==> src/rtl/sq_gen_pkg.sv <==
// Shared state encoding and default sizing for the programmable square-wave generator.
package sq_gen_pkg;

  typedef enum logic [1:0] {
    IDLE,
    RUN,
    DRAIN
  } state_t;

  localparam int unsigned DEF_CLK_FREQ = 100_000_000;
  localparam int unsigned DEF_FREQ_W   = 32;
  localparam int unsigned DEF_ACC_W    = 34;

  // Highest representable output frequency: one toggle per clock.
  localparam int unsigned DEF_F_MAX    = DEF_CLK_FREQ / 2;

endpackage

==> src/rtl/sq_gen_accum.sv <==
// Modulus (Bresenham) accumulator: toggles sig_out 2*f_act times per CLK_FREQ cycles
// and reports the rising/falling edge in the same cycle sig_out changes.
module sq_gen_accum #(
  parameter int unsigned CLK_FREQ = 100_000_000,
  parameter int unsigned FREQ_W   = 32,
  parameter int unsigned ACC_W    = 34
) (
  input  logic              clk,
  input  logic              rst,
  input  logic              clear,
  input  logic              en,
  input  logic [FREQ_W-1:0] f_act,
  output logic              sig_out,
  output logic              rise,
  output logic              fall
);

  localparam logic [ACC_W-1:0] MODULUS = ACC_W'(CLK_FREQ);

  logic [ACC_W-1:0] acc;
  logic [ACC_W-1:0] nxt;
  logic             wrap;

  always_comb begin
    nxt  = acc + (ACC_W'(f_act) << 1);
    wrap = (nxt >= MODULUS);
  end

  always_ff @(posedge clk or posedge rst) begin
    if (rst) begin
      acc     <= '0;
      sig_out <= 1'b0;
      rise    <= 1'b0;
      fall    <= 1'b0;
    end else if (clear) begin
      acc     <= '0;
      sig_out <= 1'b0;
      rise    <= 1'b0;
      fall    <= 1'b0;
    end else begin
      rise <= en & wrap & ~sig_out;
      fall <= en & wrap & sig_out;
      if (en) begin
        if (wrap) begin
          acc     <= nxt - MODULUS;
          sig_out <= ~sig_out;
        end else begin
          acc <= nxt;
        end
      end
    end
  end

endmodule

==> src/rtl/sq_wave_gen.sv <==
// Programmable square-wave generator: config handshake, pending update register,
// burst counting and the IDLE/RUN/DRAIN sequencing around the accumulator.
module sq_wave_gen
  import sq_gen_pkg::*;
#(
  parameter int unsigned CLK_FREQ = DEF_CLK_FREQ,
  parameter int unsigned FREQ_W   = DEF_FREQ_W,
  parameter int unsigned ACC_W    = DEF_ACC_W
) (
  input  logic              sys_clk,
  input  logic              rst,
  input  logic              cfg_valid,
  output logic              cfg_ready,
  input  logic [FREQ_W-1:0] cfg_freq,
  input  logic [FREQ_W-1:0] cfg_burst_len,
  input  logic              start,
  input  logic              stop,
  output logic              sig_out,
  output logic              rise_stb,
  output logic              busy,
  output logic              done
);

  localparam logic [FREQ_W-1:0] F_MAX = FREQ_W'(CLK_FREQ / 2);
  localparam logic [FREQ_W-1:0] ONE   = FREQ_W'(1);

  state_t            state;
  state_t            state_nxt;
  logic [FREQ_W-1:0] freq_act;
  logic [FREQ_W-1:0] burst_len;
  logic [FREQ_W-1:0] pend_freq;
  logic [FREQ_W-1:0] pend_burst;
  logic [FREQ_W-1:0] rise_cnt;
  logic [FREQ_W-1:0] f_use;
  logic [FREQ_W-1:0] f_clamped;
  logic              pend_valid;
  logic              pend_burst_valid;
  logic              cfg_fire;
  logic              apply_pend;
  logic              burst_hit;
  logic              rise;
  logic              fall;
  logic              accum_clear;
  logic              accum_en;

  // A pending frequency takes effect on the very accumulation of its rise cycle,
  // so the switch lands on a phase-continuous edge with no runt half-period.
  always_comb begin
    f_clamped  = (cfg_freq > F_MAX) ? F_MAX : cfg_freq;
    cfg_ready  = (state == IDLE) || !pend_valid;
    cfg_fire   = cfg_valid && cfg_ready;
    rise_stb   = rise && (state == RUN);
    apply_pend = rise_stb && pend_valid;
    f_use      = apply_pend ? pend_freq : freq_act;
    burst_hit  = rise_stb && (burst_len != '0) && ((rise_cnt + ONE) == burst_len);
    busy       = (state != IDLE);
  end

  // Stopping while low must not let the accumulator start a new high half.
  always_comb begin
    state_nxt   = state;
    accum_en    = 1'b0;
    accum_clear = 1'b0;
    case (state)
      IDLE: begin
        accum_clear = 1'b1;
        if (start) state_nxt = RUN;
      end
      RUN: begin
        accum_en = !(stop && !sig_out);
        if (stop || burst_hit) state_nxt = DRAIN;
      end
      DRAIN: begin
        accum_en = sig_out;
        if (fall || !sig_out) state_nxt = IDLE;
      end
      default: state_nxt = IDLE;
    endcase
  end

  always_ff @(posedge sys_clk or posedge rst) begin
    if (rst) begin
      state            <= IDLE;
      done             <= 1'b0;
      freq_act         <= '0;
      burst_len        <= '0;
      pend_freq        <= '0;
      pend_burst       <= '0;
      pend_valid       <= 1'b0;
      pend_burst_valid <= 1'b0;
      rise_cnt         <= '0;
    end else begin
      state <= state_nxt;
      done  <= (state == DRAIN) && (state_nxt == IDLE);
      if (state == IDLE) begin
        rise_cnt         <= '0;
        pend_valid       <= 1'b0;
        pend_burst_valid <= 1'b0;
        if (cfg_fire) begin
          freq_act  <= f_clamped;
          burst_len <= cfg_burst_len;
        end else begin
          if (pend_valid) freq_act <= pend_freq;
          if (pend_burst_valid) burst_len <= pend_burst;
        end
      end else begin
        freq_act <= f_use;
        if (rise_stb) rise_cnt <= rise_cnt + ONE;
        if (apply_pend) begin
          pend_valid <= 1'b0;
        end else if (cfg_fire) begin
          pend_valid       <= 1'b1;
          pend_burst_valid <= 1'b1;
          pend_freq        <= f_clamped;
          pend_burst       <= cfg_burst_len;
        end
      end
    end
  end

  sq_gen_accum #(
    .CLK_FREQ(CLK_FREQ),
    .FREQ_W  (FREQ_W),
    .ACC_W   (ACC_W)
  ) u_accum (
    .clk    (sys_clk),
    .rst    (rst),
    .clear  (accum_clear),
    .en     (accum_en),
    .f_act  (f_use),
    .sig_out(sig_out),
    .rise   (rise),
    .fall   (fall)
  );

endmodule

==> config.mk <==
export PLATFORM = sky130hd
export DESIGN_NAME = sq_wave_gen
export DESIGN_NICKNAME = d
export VERILOG_FILES = /design/src/rtl/sq_gen_pkg.sv /design/src/rtl/sq_gen_accum.sv /design/src/rtl/sq_wave_gen.sv
export SDC_FILE = /design/constraint.sdc
export NUM_CORES = 1
export LEC_CHECK = 0
export ABC_CLOCK_PERIOD_IN_PS = 8200
export BUFFER_PORTS_ARGS = -buffer_cell sky130_fd_sc_hd__buf_2
export CORE_ASPECT_RATIO = 0.7
export CORE_MARGIN = 5
export CORE_UTILIZATION = 50
export DETAILED_ROUTE_END_ITERATION = 10
export PLACE_DENSITY = 0.78
export SLEW_MARGIN = 20
export SYNTH_ARGS = -nofsm -noshare
export SYNTH_HDL_FRONTEND = slang
export SYNTH_SLANG_ARGS = --single-unit
==> constraint.sdc <==
create_clock -name sys_clk -period 8.2 [get_ports sys_clk]
set_clock_uncertainty 0.15 [all_clocks]
set_input_delay 1.64 -clock sys_clk [delete_from_list [all_inputs] [get_ports sys_clk]]
set_output_delay 1.64 -clock sys_clk [all_outputs]
set_load 0.05 [all_outputs]
* Word level (Yosys, flattened, before mapping)
Cells that the tools add are included.
** Cells by class
- Add/sub/neg operators :: 3
- Order comparisons :: 2
- Equal/unequal tests :: 5
- Muxes and demuxes :: 28
- Bitwise gates (word level) :: 6
- Reduce and logical (&&, ||, !) cells :: 27
** Operators by type and width (number)
- 32-bit two-way mux :: 9
- 34-bit two-way mux :: 3
- 34-bit by 33-bit adder with 34-bit output :: 1
- 34-bit by 27-bit greater-or-equal comparator with 1-bit output, second input constant :: 1
- 34-bit by 27-bit subtractor with 34-bit output, second input constant :: 1
- 32-bit by 1-bit adder with 32-bit output, second input constant :: 1
- 32-bit equality test :: 1
- 32-bit by 26-bit greater-than comparator with 1-bit output, second input constant :: 1
- 32-bit nonzero test :: 1
- 2-bit nonzero test :: 6
- 1-bit two-way mux :: 11
- 1-bit logical AND :: 7
- 2-bit two-way mux :: 3
- 2-bit case mux with 3 select lines :: 1
- 2-bit AND reduction :: 3
- 2-bit logical NOT :: 2
- 1-bit AND :: 3
- 1-bit logical NOT :: 3
- 1-bit logical OR :: 3
- 3-bit inequality test, second input constant :: 1
- 1-bit NOT :: 3
- 3-bit AND reduction :: 1
- 3-bit nonzero test :: 1
- 2-bit by 1-bit equality test with 1-bit output, second input constant :: 1
- other kinds (3) :: 3
** Word-level totals
- Bits in registers :: 202
- Output and inout bits :: 5

* Logic depth before layout (Yosys ltp)
Gate-level depths: netlist of run 1.
- Word-level depth :: 9
- Gate-level depth with buffers :: 24
- Depth with buffers taken out :: 21

* Modules after synthesis
From an unflattened synthesis of run 1, not the netlist that was laid out.
** Second synthesis, totals
- Cells, all modules :: 1504
- Area, all modules :: 13172.6 sq um
** By module, submodules not included
- sq_wave_gen :: times used 1, cells each 957, area each 8802.2 sq um, seq. area each 4129.0 sq um
- sq_gen_accum :: times used 1, cells each 547, area each 4370.4 sq um, seq. area each 900.9 sq um

* Worst setup path before layout of run 1
OpenSTA, ideal clock, no wires.
- Path kind :: flip-flop to flip-flop
- Start :: register state[1]
- End :: register u_accum.acc[19]
- Data arrival time :: 5.302 ns
- Required time :: 7.981 ns
- Path slack :: 2.679 ns
- Stages on the path, launching flop included :: 24
- Buffers on the path :: 2
- Clock period less this slack :: 5.521 ns
- Cells stage by stage :: dfrtp_1 > inv_1 > ha_1 > nand2_1 > inv_1 > nand2_1 > buf_1 > mux2_2 > ha_1 > fa_1 > a21o_1 > a221o_1 > a21o_1 > a21oi_1 > xnor2_1 > ha_1 > nand4b_1 > or4_1 > nor4_1 > a31oi_1 > o21a_1 > buf_6 > or4_1 > nand3_1
** On the way
- Longest elaborated chain between the ends :: 9
- Elaborated cells between the ends (all ways) :: 15
** RTL lines
- start, declared :: line sq_wave_gen.sv:27 : state_t state;
- start signal, assigned :: line sq_wave_gen.sv:93 : state <= state_nxt;
- 2-bit by 1-bit equality test with 1-bit output :: line sq_wave_gen.sv:52, sq_wave_gen.sv:64
- 1-bit logical AND :: line sq_wave_gen.sv:52 : rise_stb = rise && (state == RUN);
- 1-bit logical AND :: line sq_wave_gen.sv:53 : apply_pend = rise_stb && pend_valid;
- 32-bit two-way mux :: line sq_wave_gen.sv:54 : f_use = apply_pend ? pend_freq : freq_act;
- 34-bit by 33-bit adder with 34-bit output :: line sq_gen_accum.sv:25 : nxt = acc + (ACC_W'(f_act) << 1);
- 34-bit by 27-bit subtractor with 34-bit output / 34-bit by 27-bit greater-or-equal comparator with 1-bit output (equally long branches) :: line sq_gen_accum.sv:45, sq_gen_accum.sv:26
- 34-bit two-way mux :: line sq_gen_accum.sv:44 : if (wrap) begin
- 34-bit two-way mux :: line sq_gen_accum.sv:43 : if (en) begin
- 34-bit two-way mux :: line sq_gen_accum.sv:35 : end else if (clear) begin
- end signal, assigned :: line sq_gen_accum.sv:45 : acc <= nxt - MODULUS;
- end signal, assigned :: line sq_gen_accum.sv:48 : acc <= nxt;
- end, declared :: line sq_gen_accum.sv:20 : logic [ACC_W-1:0] acc;
Parallel ways exist; a longest one is shown, timed or not. The select of a mux whose other input is x is not followed.
A chain may end at the register's enable or synchronous reset.

* Worst setup path after layout of run 1
- Start :: register state[1]
- End :: register u_accum.acc[12]
The elaborated chain is that of the path after synthesis.

==> results by group, run 1 <==
Route
  • Routed wire per std cell: approximately 19 µm
  • DR vias/cell: 6.048
  • Post-route ant nets: 0
  • Total wire length: around 37,000 µm
  • Top sig layer: met4
  • Number of DRC markers in iteration 0: between 1,000 and 1,500
  • DR pass1 iterations: 6
  • Met2 WL post-DR: between 15,000 and 20,000 µm
  • Met3 WL: around 3700 µm
  • Vias: about 12,000
  • Drt drc: 0
  • M1 WL: approximately 17,000 µm

Clocking
  • CTS tree: done
  • Root Driver: clkbuf_16
  • CTS H-tree lvls: 1
  • Post-CTS sizing: 0
  • Post-CTS Setup Inserts: 0
  • CTS buffer count: 21
  • Post-CTS Hold Fix Bufs: 0
  • Clk slew on worst S/H paths: about 0.070 ns
  • Clock sinks: 201
  • Worst-Skew Late Latency: roughly 0.51 ns
  • CTS max path bufs: 3

GRT
  • Initial antenna violation count: 0
  • Total GRT Usage: roughly a quarter
  • Number of global-route vias before repair: 11,060
  • Total grt overflow: 0
  • First-pass GRT wire length: between 50,000 and 60,000 µm
  • Pin count of the biggest net entering global routing: roughly 140

Critical path
  • Crit Path Class: reg -> reg
  • Worst path max stage delay: roughly 0.71 ns
  • Crit path required time: between 8 and 9 ns
  • Setup crit end kind: register
  • Worst setup SP type: register
  • Worst r2r path cells: 21
  • Critical path arrival: approximately 7.7 ns
  • Crit-path cells: inv_1 -> ha_1 -> nand2_1 -> inv_1 -> nand2_1 -> mux2_2 -> ha_1 -> fa_1 -> a21o_1 -> a221o_1 -> a21o_1 -> a21oi_1 -> xnor2_1 -> ha_1 -> inv_1 -> a2111oi_2 -> o31ai_2 -> a31oi_1 -> o21a_1 -> nor2_1 -> a311o_1
  • Worst path slowest cell: o21a_1
  • CP max FO: 20

Die
  • Chip Height: 145.9 µm
  • Ports: 74
  • Die area: slightly below 30,000 µm²
  • Core ar.: between 20,000 and 30,000 µm²
  • # rows: 49
  • Chip width: between 200 and 250 µm
  • Initial Util: 51.10%

STA
  • Fin Setup TNS: 0 ns
  • Tmin final: roughly 7.4 ns
  • Slew margin rel.: 30.63%
  • RSZ-0062 raised after global routing: no
  • Final-report max-slew violation count: 0
  • Upper clock frequency limit: between 100 and 150 MHz
  • Crit share post-route: 90.43%
  • Final setup violation count: 0
  • Worst-margin pin slew: ~1.0 ns
  • Final Hold Viols: 0
  • Setup ws final: about 0.78 ns

Placement
  • DP HPWL: ~27,000 µm
  • Pre-CTS setup slack: between 1 and 1.5 ns
  • GP Congestion: 0.9813
  • PortBufs: 73

Finish
  • Nets: ~1,700
  • # diodes: 0
  • Area growth from synthesis to layout: 9.544%
  • Share of layout cells above drive strength 1: between 10% and 20%

Logic synthesis
  • Post-synth EDFFs: 0
  • Top-count cell post-synth: nand2_1
  • Post-synth ARST share: 100.0%
  • Cell Area, Synth: around 13,000 µm²
  • Sequential share of the synthesized area: about two fifths
  • Average cell area after synthesis: 8.460 µm²
  • Synth Register Bits: ~200
  • Synth unique cells: between 80 and 90
  • Post-synth top cells: 312 x nand2_1, 201 x dfrtp_1, 131 x nor2_1
  • Yosys Warn Count: 0
  • Synth top area cells: dfrtp_1 38%, nand2_1 8.9%, o21ai_0 4.9%, mux2i_1 4.0%, ha_1 3.8%
  • Syn Nets: between 1,500 and 2,000
  • Main synth FF type: dfrtp_1
  • Yosys top cell by area: dfrtp_1
  • Synthesized instance count: ~1,600
  • Synth top area share: 38.14%

Pwr
  • Cell Pwr Density: between 300 and 400 nW/µm²
  • Leakage Power: 6.422 nW
  • Sw power: 0.002341 W
  • Int Pwr: approximately 0.0027 W
  • Worst-case vdd ir drop: roughly 0.25 mV
  • Logic gate share of total power: between 50% and 60%
  • Clock network fraction of total power: a little under a fifth
  • Sw frac: 46.12%
  • Flop pwr share: 29.8%

Worst hold path
  • Worst hold-check path type: reg -> reg
  • Hold Crit Depth: 2

Flow run
  • MaxCap Viol Count: 0

Status
  • Outcome: finished clean
## stage by stage
step | hold slack, ns | util, % | instance area (µm²) | power (W) | instances
5_1_grt | 0.3395 | 55.97 | 14450 | 0.005414 | 1952
4_1_cts | 0.3279 | 55.97 | 14450 | 0.005030 | 1952
3_3_place_gp | 0.3061 | 53.38 | 13780 | 0.003982 | 1915
2_1_floorplan | 0.2944 | - | 13190 | 0.003403 | 1559
6_report | 0.3237 | 55.97 | 14450 | 0.005076 | 1952
3_5_place_dp | 0.3122 | 53.38 | 13780 | 0.004045 | 1915
## placed cells by master (no fill, tap or decap), drive strengths merged, types with 4 or more instances in the layout
cell	n
a32oi	6
o211ai	25
clkbuf	30
nor3b	6
nor3	44
o21ai	134
xnor2	52
a21o	14
a211oi	15
nand4	23
a21oi	84
nand2	313
nand3	41
a31oi	25
ha	40
or4	7
xor2	55
o21a	6
o21bai	6
nor4	23
and2	14
buf	86
nand4b	4
mux2	33
and4	5
dfrtp	201
or2	4
a21boi	4
nand2b	6
mux2i	53
inv	17
or3	20
and3	9
nor2	131
a211o	4
## worst max-delay path: cells and delay by family (launching register included)
family / cells / cell delay, ns
compound gates: 9 / 2.94
xor+xnor: 1 / 0.22
fa+ha+maj: 4 / 1.19
buf+inv: 3 / 0.74
flops: 1 / 0.42
mux: 1 / 0.51
simple gates: 3 / 1.12
## layer usage
metal | vias to the layer above | GRT usage (%)
li1 | 5581 | -
met3 | 46 | 5.547
met2 | 553 | 34.61
met4 | 0 | 4.151
met1 | 5625 | 37.07
met5 | - | 0
## path summary, 6_finish.rpt
path,startpoint,end,slack (ns)
worst max-delay path,state[1],u_accum.acc[12],0.78
worst min-delay path,freq_act[8],freq_act[8],0.32
worst max register to register,state[1],u_accum.acc[12],0.78
worst min register to register,freq_act[8],freq_act[8],0.32
max in group asynchronous,rst,pend_burst[20],5.35
min in group asynchronous,rst,pend_freq[15],1.18
## power groups by stage
stage          Combinational [W]  Clock, W  Sequential, W
2_1_floorplan            0.00195         0        0.00145
3_5_place_dp             0.00253         0        0.00152
5_1_grt                  0.00285   0.00102        0.00154
4_1_cts                  0.00255  0.000973        0.00151
6_report                 0.00260  0.000966        0.00151
3_3_place_gp             0.00248         0        0.00151
## registers in the layout, indices dropped and copies added, names as in the netlist, 2 cells and up
signal       flops
pend_burst      32
pend_freq       32
rise_cnt        32
u_accum.acc     33
freq_act        32
state            2
burst_len       32
## cell type report
cell class,instances,area (µm²)
well taps,357,446.7
inverters,16,67.56
multi-input cells,1255,7770
fillers,2298,11360
repair buffers,86,462.9
clock buffers,30,579.3
flip-flops and latches,201,5030
clock inverters,7,91.34
## cell families after synthesis
family | after synthesis | synth area share [%]
and+or+nand+nor | 659 | 22.84
AOI/OAI and AO/OA | 362 | 17.77
DFF | 201 | 38.14
xor gates and xnor gates | 107 | 7.333
buffers and inverters | 103 | 3.131
muxes | 86 | 6.840
adders and majority gates | 41 | 3.947
(Power assumes the default switching activity.)
==> run 2, diff against run 1 <==
--- a/config.mk
+++ b/config.mk
@@ -5,7 +5,7 @@
 export SDC_FILE = /design/constraint.sdc
 export NUM_CORES = 1
 export LEC_CHECK = 0
-export ABC_CLOCK_PERIOD_IN_PS = 8200
+export ABC_CLOCK_PERIOD_IN_PS = 9500
 export BUFFER_PORTS_ARGS = -buffer_cell sky130_fd_sc_hd__buf_2
 export CORE_ASPECT_RATIO = 0.7
 export CORE_MARGIN = 5
==> constraint.sdc (replaced) <==
create_clock -name sys_clk -period 9.5 [get_ports sys_clk]
set_clock_uncertainty 0.15 [all_clocks]
set_input_delay 1.9 -clock sys_clk [delete_from_list [all_inputs] [get_ports sys_clk]]
set_output_delay 1.9 -clock sys_clk [all_outputs]
set_load 0.05 [all_outputs]
==> results by group, run 2 (synthesis gave the netlist of run 1 again) <==
Finish
  • Nets: 1,690 (-0.059%)
  • Share of layout cells above drive strength 1: 12.24% (+0.20 points)
  • Commonest non-fill, non-tap cell in the layout: nand2_1
  • Largest Register: u_accum.acc
  • Area growth from synthesis to layout: 9.676%
  • FILL cells: 2,223 (-3.3%)
  • # diodes: 0 (unchanged)
  • Most frequent cells in the layout: 310 x nand2_1, 201 x dfrtp_1, 131 x nor2_1
  • Largest register FFs: 33 (unchanged)

STA
  • Crit share post-route: 79.34% (-11 points)
  • Final Hold Viols: 0 (unchanged)
  • RSZ-0062 raised after global routing: no
  • Setup ws final: 1.963 ns (+1.178 ns)
  • Upper clock frequency limit: 132.7 MHz (-1.6%)
  • Slew margin rel.: 26.80% (-3.8 points)
  • Fin Setup TNS: 0 ns (unchanged)
  • Tmin final: 7.537 ns (+0.1217 ns)
  • Final-report max-slew violation count: 0 (unchanged)
  • Final setup violation count: 0 (unchanged)
  • Worst-margin pin slew: 1.094 ns (+0.05715 ns)

Pwr
  • Cell Pwr Density: 303.1 nW/µm² (-14%)
  • Leakage Power: 6.433 nW (+0.17%)
  • Worst-case vdd ir drop: 0.1606 mV (-37%)

Flow run
  • MaxCap Viol Count: 0 (unchanged)

Status
  • Outcome: finished clean

Placement
  • PortBufs: 73 (unchanged)
  • GP Congestion: 0.9987 (+1.8%)
  • Pre-CTS setup slack: 1.796 ns (+0.7696 ns)
  • DP HPWL: 26,550 µm (about the same)

Clocking
  • CTS max path bufs: 3 (unchanged)
  • CTS buffer count: 21 (unchanged)
  • Post-CTS sizing: 0 (unchanged)
  • CTS tree: done
  • Clk slew on worst S/H paths: 0.07 ns (about the same)
  • CTS H-tree lvls: 1 (unchanged)
  • Post-CTS Hold Fix Bufs: 0 (unchanged)
  • Post-CTS Setup Inserts: 0 (unchanged)
  • Root Driver: clkbuf_16
  • Clock sinks: 201 (unchanged)
  • Worst-Skew Late Latency: 0.51 ns (about the same)

Critical path
  • Crit path from: state[1]
  • Crit Path Class: reg -> reg
  • Critical path arrival: 7.79 ns (+0.14 ns)
  • CP max FO: 19 (-5.0%)
  • Crit-path cells: inv_1 -> ha_1 -> nand2_1 -> inv_1 -> nand2_1 -> mux2_2 -> ha_1 -> fa_1 -> a21o_1 -> a221o_1 -> a21o_1 -> a21oi_1 -> xnor2_1 -> ha_1 -> nand4b_1 -> or4_1 -> nor4_1 -> a31oi_1 -> o21ai_2 -> nand2_1 -> o21ai_0
  • Worst path max stage delay: 0.67 ns (-0.04 ns)
  • Crit path required time: 9.76 ns (+1.33 ns)
  • RR Startpoint: state[1]
  • Worst path slowest cell: nand2_1
  • FF-to-FF setup slack: 1.96 ns (+1.18 ns)
  • Setup crit end kind: register
  • Worst setup SP type: register

Worst hold path
  • Min-delay src: pend_burst[21]
  • Worst hold-check path type: reg -> reg

GRT
  • Initial antenna violation count: 1 (+1)
  • Number of global-route vias before repair: 11,190 (+1.1%)
  • Total GRT Usage: 23.82% (-0.13 points)
  • Total grt overflow: 0 (unchanged)
  • Pin count of the biggest net entering global routing: 137 (unchanged)
  • First-pass GRT wire length: 59,130 µm (-0.34%)

Route
  • Drt drc: 0 (unchanged)
  • DR vias/cell: 6.072 (+0.41%)
  • Post-route ant nets: 0 (unchanged)
  • Vias: 11,840 (+0.30%)
  • Total wire length: 36,640 µm (-0.26%)
  • Routed wire per std cell: 18.79 µm (-0.15%)
  • DR pass1 iterations: 5 (-1)
  • Number of DRC markers in iteration 0: 1,253 (+7.6%)

Die
  • Core ar.: 25,810 µm² (unchanged)
  • Chip width: 204.1 µm (unchanged)
  • Initial Util: 51.10% (unchanged)
  • Ports: 74 (unchanged)
  • # rows: 49 (unchanged)
  • Die area: 29,780 µm² (unchanged)
  • Chip Height: 145.9 µm (unchanged)
==> run 2: worst paths after layout <==
kind | depth (start not counted) | end
setup / recovery | 21 | u_accum.acc[32]
hold / removal | 2 | pend_burst[21]
setup reg to reg | 21 | u_accum.acc[32]
hold reg to reg | 2 | pend_burst[21]
max in group asynchronous | 3 | pend_burst[22]
min in group asynchronous | 2 | freq_act[6]
==> run 2: layout make-up <==
| cell class | instances | area, µm² | area share (%) |
|---|---|---|---|
| clock buffers | 31 | 633.1 | 4.377 |
| flip-flops and latches | 201 | 5030 | 34.77 |
| repair buffers | 85 | 455.4 | 3.149 |
| clock inverters | 5 | 58.81 | 0.4065 |
| inverters | 16 | 67.56 | 0.4671 |
| well taps | 357 | 446.7 | 3.088 |
| multi-input cells | 1255 | 7774 | 53.74 |
==> run 2: worst max-delay path: cells and delay by family, from the launching register on <==
family	cells	cell delay [ns]
AO/OA/AOI/OAI	7	2.21
XOR/XNOR	1	0.19
adder cells (fa/ha/maj)	4	1.06
buffers and inverters	2	0.61
flip-flops	1	0.41
multiplexers	1	0.53
AND/OR/NAND/NOR	6	2.26
==> run 2: stage by stage <==
| step | utilization (%) | cells | total power, W | hold WS (ns) | cell area (µm²) |
|---|---|---|---|---|---|
| 3_3_place_gp | 53.35 | 1914 | 0.003415 | 0.3064 | 13770 |
| 4_1_cts | 56.03 | 1950 | 0.004334 | 0.3271 | 14460 |
| 3_5_place_dp | 53.35 | 1914 | 0.003479 | 0.3121 | 13770 |
| 2_1_floorplan | - | 1559 | 0.002937 | 0.2944 | 13190 |
| 5_1_grt | 56.04 | 1950 | 0.004665 | 0.3429 | 14470 |
| 6_report | 56.04 | 1950 | 0.004385 | 0.3237 | 14470 |
==> run 2: where the power goes <==
group	leakage [nW]	internal, W	switching, W
clock	0.341	0.000489	0.000353
sequential	2.63	0.00111	0.000195
combinational	3.47	0.000768	0.00147
total	6.43	0.00236	0.00202
==> run 2: routing by layer <==
layer	part of all wire (%)	GRT usage [%]	vias up
met2	42	34.33	512
met5	0.055	0	-
met4	1.9	4.955	2
li1	-	-	5576
met1	46	36.39	5698
met3	9.9	5.836	53
==> run 3, diff against run 2 <==
--- a/config.mk
+++ b/config.mk
@@ -5,7 +5,7 @@
 export SDC_FILE = /design/constraint.sdc
 export NUM_CORES = 1
 export LEC_CHECK = 0
-export ABC_CLOCK_PERIOD_IN_PS = 9500
+export ABC_CLOCK_PERIOD_IN_PS = 7300
 export BUFFER_PORTS_ARGS = -buffer_cell sky130_fd_sc_hd__buf_2
 export CORE_ASPECT_RATIO = 0.7
 export CORE_MARGIN = 5
==> constraint.sdc (replaced) <==
create_clock -name sys_clk -period 7.3 [get_ports sys_clk]
set_clock_uncertainty 0.15 [all_clocks]
set_input_delay 1.46 -clock sys_clk [delete_from_list [all_inputs] [get_ports sys_clk]]
set_output_delay 1.46 -clock sys_clk [all_outputs]
set_load 0.05 [all_outputs]
==> results by group, run 3 (synthesis gave the netlist of run 1 again) <==
Status
  • Outcome: finished clean

Placement
  • GP Congestion: 0.9731 (-2.6%)
  • PortBufs: 73 (unchanged)
  • DP HPWL: 26,790 µm (+0.91%)

Finish
  • Total area of sequential cells: 5030 µm² (unchanged)
  • Multi-input gate area: 7770 µm² (about the same)
  • FILL cells: 2,276 (+2.4%)
  • Largest Register: u_accum.acc
  • Post-layout util: 56.40% (+0.35 points)
  • Share of layout cells above drive strength 1: 12.52% (+0.27 points)
  • Most frequent cells in the layout: 310 x nand2_1, 201 x dfrtp_1, 131 x nor2_1
  • Largest register FFs: 33 (unchanged)
  • Commonest non-fill, non-tap cell in the layout: nand2_1
  • Area growth from synthesis to layout: 10.37%
  • Nets: 1,694 (+0.24%)

Die
  • Chip Height: 145.9 µm (unchanged)
  • Initial Util: 51.10% (unchanged)
  • Chip width: 204.1 µm (unchanged)
  • # rows: 49 (unchanged)
  • Ports: 74 (unchanged)
  • Core ar.: 25,810 µm² (unchanged)
  • Die area: 29,780 µm² (unchanged)

Critical path
  • Worst path slowest cell: o21a_1
  • Worst setup SP type: register
  • Setup crit end kind: register
  • FF-to-FF setup slack: 0.70 ns (-1.26 ns)
  • Critical path arrival: 6.83 ns (-0.96 ns)
  • Crit Path Class: reg -> reg
  • RR Startpoint: state[1]
  • Worst Path Buf+Inv: 5 (+3)
  • Worst path max stage delay: 0.72 ns (+0.05 ns)
  • Crit path from: state[1]
  • Critical path's top delay family: compound AO/OA/AOI/OAI gates
  • Crit-path cells: inv_1 -> ha_1 -> nand2_1 -> buf_4 -> inv_1 -> nand2_1 -> buf_4 -> mux2_2 -> ha_1 -> fa_1 -> a21o_1 -> a221o_1 -> a21o_1 -> a21oi_1 -> xnor2_1 -> ha_1 -> inv_1 -> a2111oi_2 -> o31ai_2 -> a31oi_1 -> o21a_1 -> nor2_1 -> a311o_1
  • Crit path required time: 7.53 ns (-2.23 ns)
  • CP max FO: 33 (+14)

Flow run
  • MaxCap Viol Count: 0 (unchanged)

STA
  • Slew margin rel.: 26.51% (-0.29 points)
  • Fin Setup TNS: 0 ns (unchanged)
  • Crit share post-route: 90.43% (+11 points)
  • Upper clock frequency limit: 151.5 MHz (+14%)
  • Final-report max-slew violation count: 0 (unchanged)
  • Worst-margin pin slew: 1.098 ns (+0.004352 ns)
  • Final setup violation count: 0 (unchanged)
  • Tmin final: 6.601 ns (-0.9355 ns)
  • Final Hold Viols: 0 (unchanged)
  • RSZ-0062 raised after global routing: no

Clocking
  • CTS tree: done
  • Worst-Skew Late Latency: 0.50 ns (about the same)
  • Root Driver: clkbuf_16
  • CTS max path bufs: 3 (unchanged)
  • Post-CTS Setup Inserts: 0 (unchanged)
  • Clock sinks: 201 (unchanged)
  • CTS buffer count: 21 (unchanged)
  • Clk slew on worst S/H paths: 0.06 ns (about the same)
  • Post-CTS sizing: 0 (unchanged)
  • CTS H-tree lvls: 1 (unchanged)
  • Post-CTS Hold Fix Bufs: 0 (unchanged)

GRT
  • Initial antenna violation count: 2 (+1)
  • Total GRT Usage: 23.67% (-0.14 points)
  • Number of global-route vias before repair: 11,100 (-0.81%)
  • Pin count of the biggest net entering global routing: 142 (+3.6%)
  • Total grt overflow: 0 (unchanged)
  • First-pass GRT wire length: 58,970 µm (-0.28%)

Route
  • DR vias/cell: 6.051 (-0.35%)
  • Routed wire per std cell: 18.79 µm (about the same)
  • Number of DRC markers in iteration 0: 1,204 (-3.9%)
  • Vias: 11,840 (-0.042%)
  • Total wire length: 36,750 µm (+0.32%)
  • Drt drc: 0 (unchanged)
  • Post-route ant nets: 0 (unchanged)
  • DR pass1 iterations: 6 (+1)

Pwr
  • Cell Pwr Density: 397.1 nW/µm² (+31%)
  • Worst-case vdd ir drop: 0.2148 mV (+34%)
  • Leakage Power: 6.479 nW (+0.72%)

Worst hold path
  • Min-delay src: pend_burst[25]
  • Worst hold-check path type: reg -> reg
run 3: changes by cell type in the layout (fill, tap and decap cells not counted):
cell / delta
clkinv_2: +2
clkbuf_1: -1
clkinv_4: +1
diode_2: +1
buf_4: +3
inv_6: +2
o21ai_1: +1
bufinv_16: +3
o21ai_2: -1
buf_16: +1
clkbuf_8: -5
inv_8: -1
run 3: routing by layer:
metal,up-vias,share of wire (%),track usage (%)
met4,2,2.0,4.988
met3,55,9.0,4.344
li1,5591,-,-
met1,5633,46,37.28
met5,-,0.054,0
met2,555,43,33.85
run 3: stage by stage:
| step | hold WS (ns) | worst slack, ns | total power, W | cells | area [µm²] |
|---|---|---|---|---|---|
| 6_report | 0.3227 | 0.6986 | 0.005781 | 1956 | 14560 |
| 5_1_grt | 0.3419 | 0.4758 | 0.006137 | 1956 | 14560 |
| 4_1_cts | 0.3277 | 0.8634 | 0.005730 | 1954 | 14530 |
| 3_5_place_dp | 0.3121 | 0.9065 | 0.004545 | 1917 | 13790 |
| 3_3_place_gp | 0.3062 | 1.183 | 0.004454 | 1917 | 13790 |
| 2_1_floorplan | 0.2944 | 0.2076 | 0.003822 | 1559 | 13190 |
run 3: cell type report:
type                            instances  share of cell area (%)
Multi-Input combinational cell       1255                   53.38
Sequential cell                       201                   34.55
Clock buffer                           25                   3.851
Timing Repair Buffer                   89                   3.473
Tap cell                              357                   3.069
Clock inverter                         12                   1.195
Inverter                               16                  0.4642
Antenna cell                            1                 0.01719
run 3: path summary, 6_finish.rpt:
check / to / depth (start not counted)
min reg2reg: pend_burst[25] / 2
min: pend_burst[25] / 2
max in group asynchronous: burst_len[21] / 4
max: u_accum.acc[12] / 23
min in group asynchronous: pend_burst[1] / 2
max reg2reg: u_accum.acc[12] / 23
run 3: power breakdown:
part | switching (W) | total [W] | leakage (nW) | internal (W)
Combinational | 0.00192 | 0.00293 | 3.49 | 0.00101
Clock | 0.000463 | 0.00116 | 0.361 | 0.000694
Sequential | 0.000253 | 0.00169 | 2.63 | 0.00144
run 3: worst min-delay path, cell delays in order, from the launching register on:
cell     delay [ns]
dfrtp_1        0.34
nand2_1        0.05
nand2_1        0.05
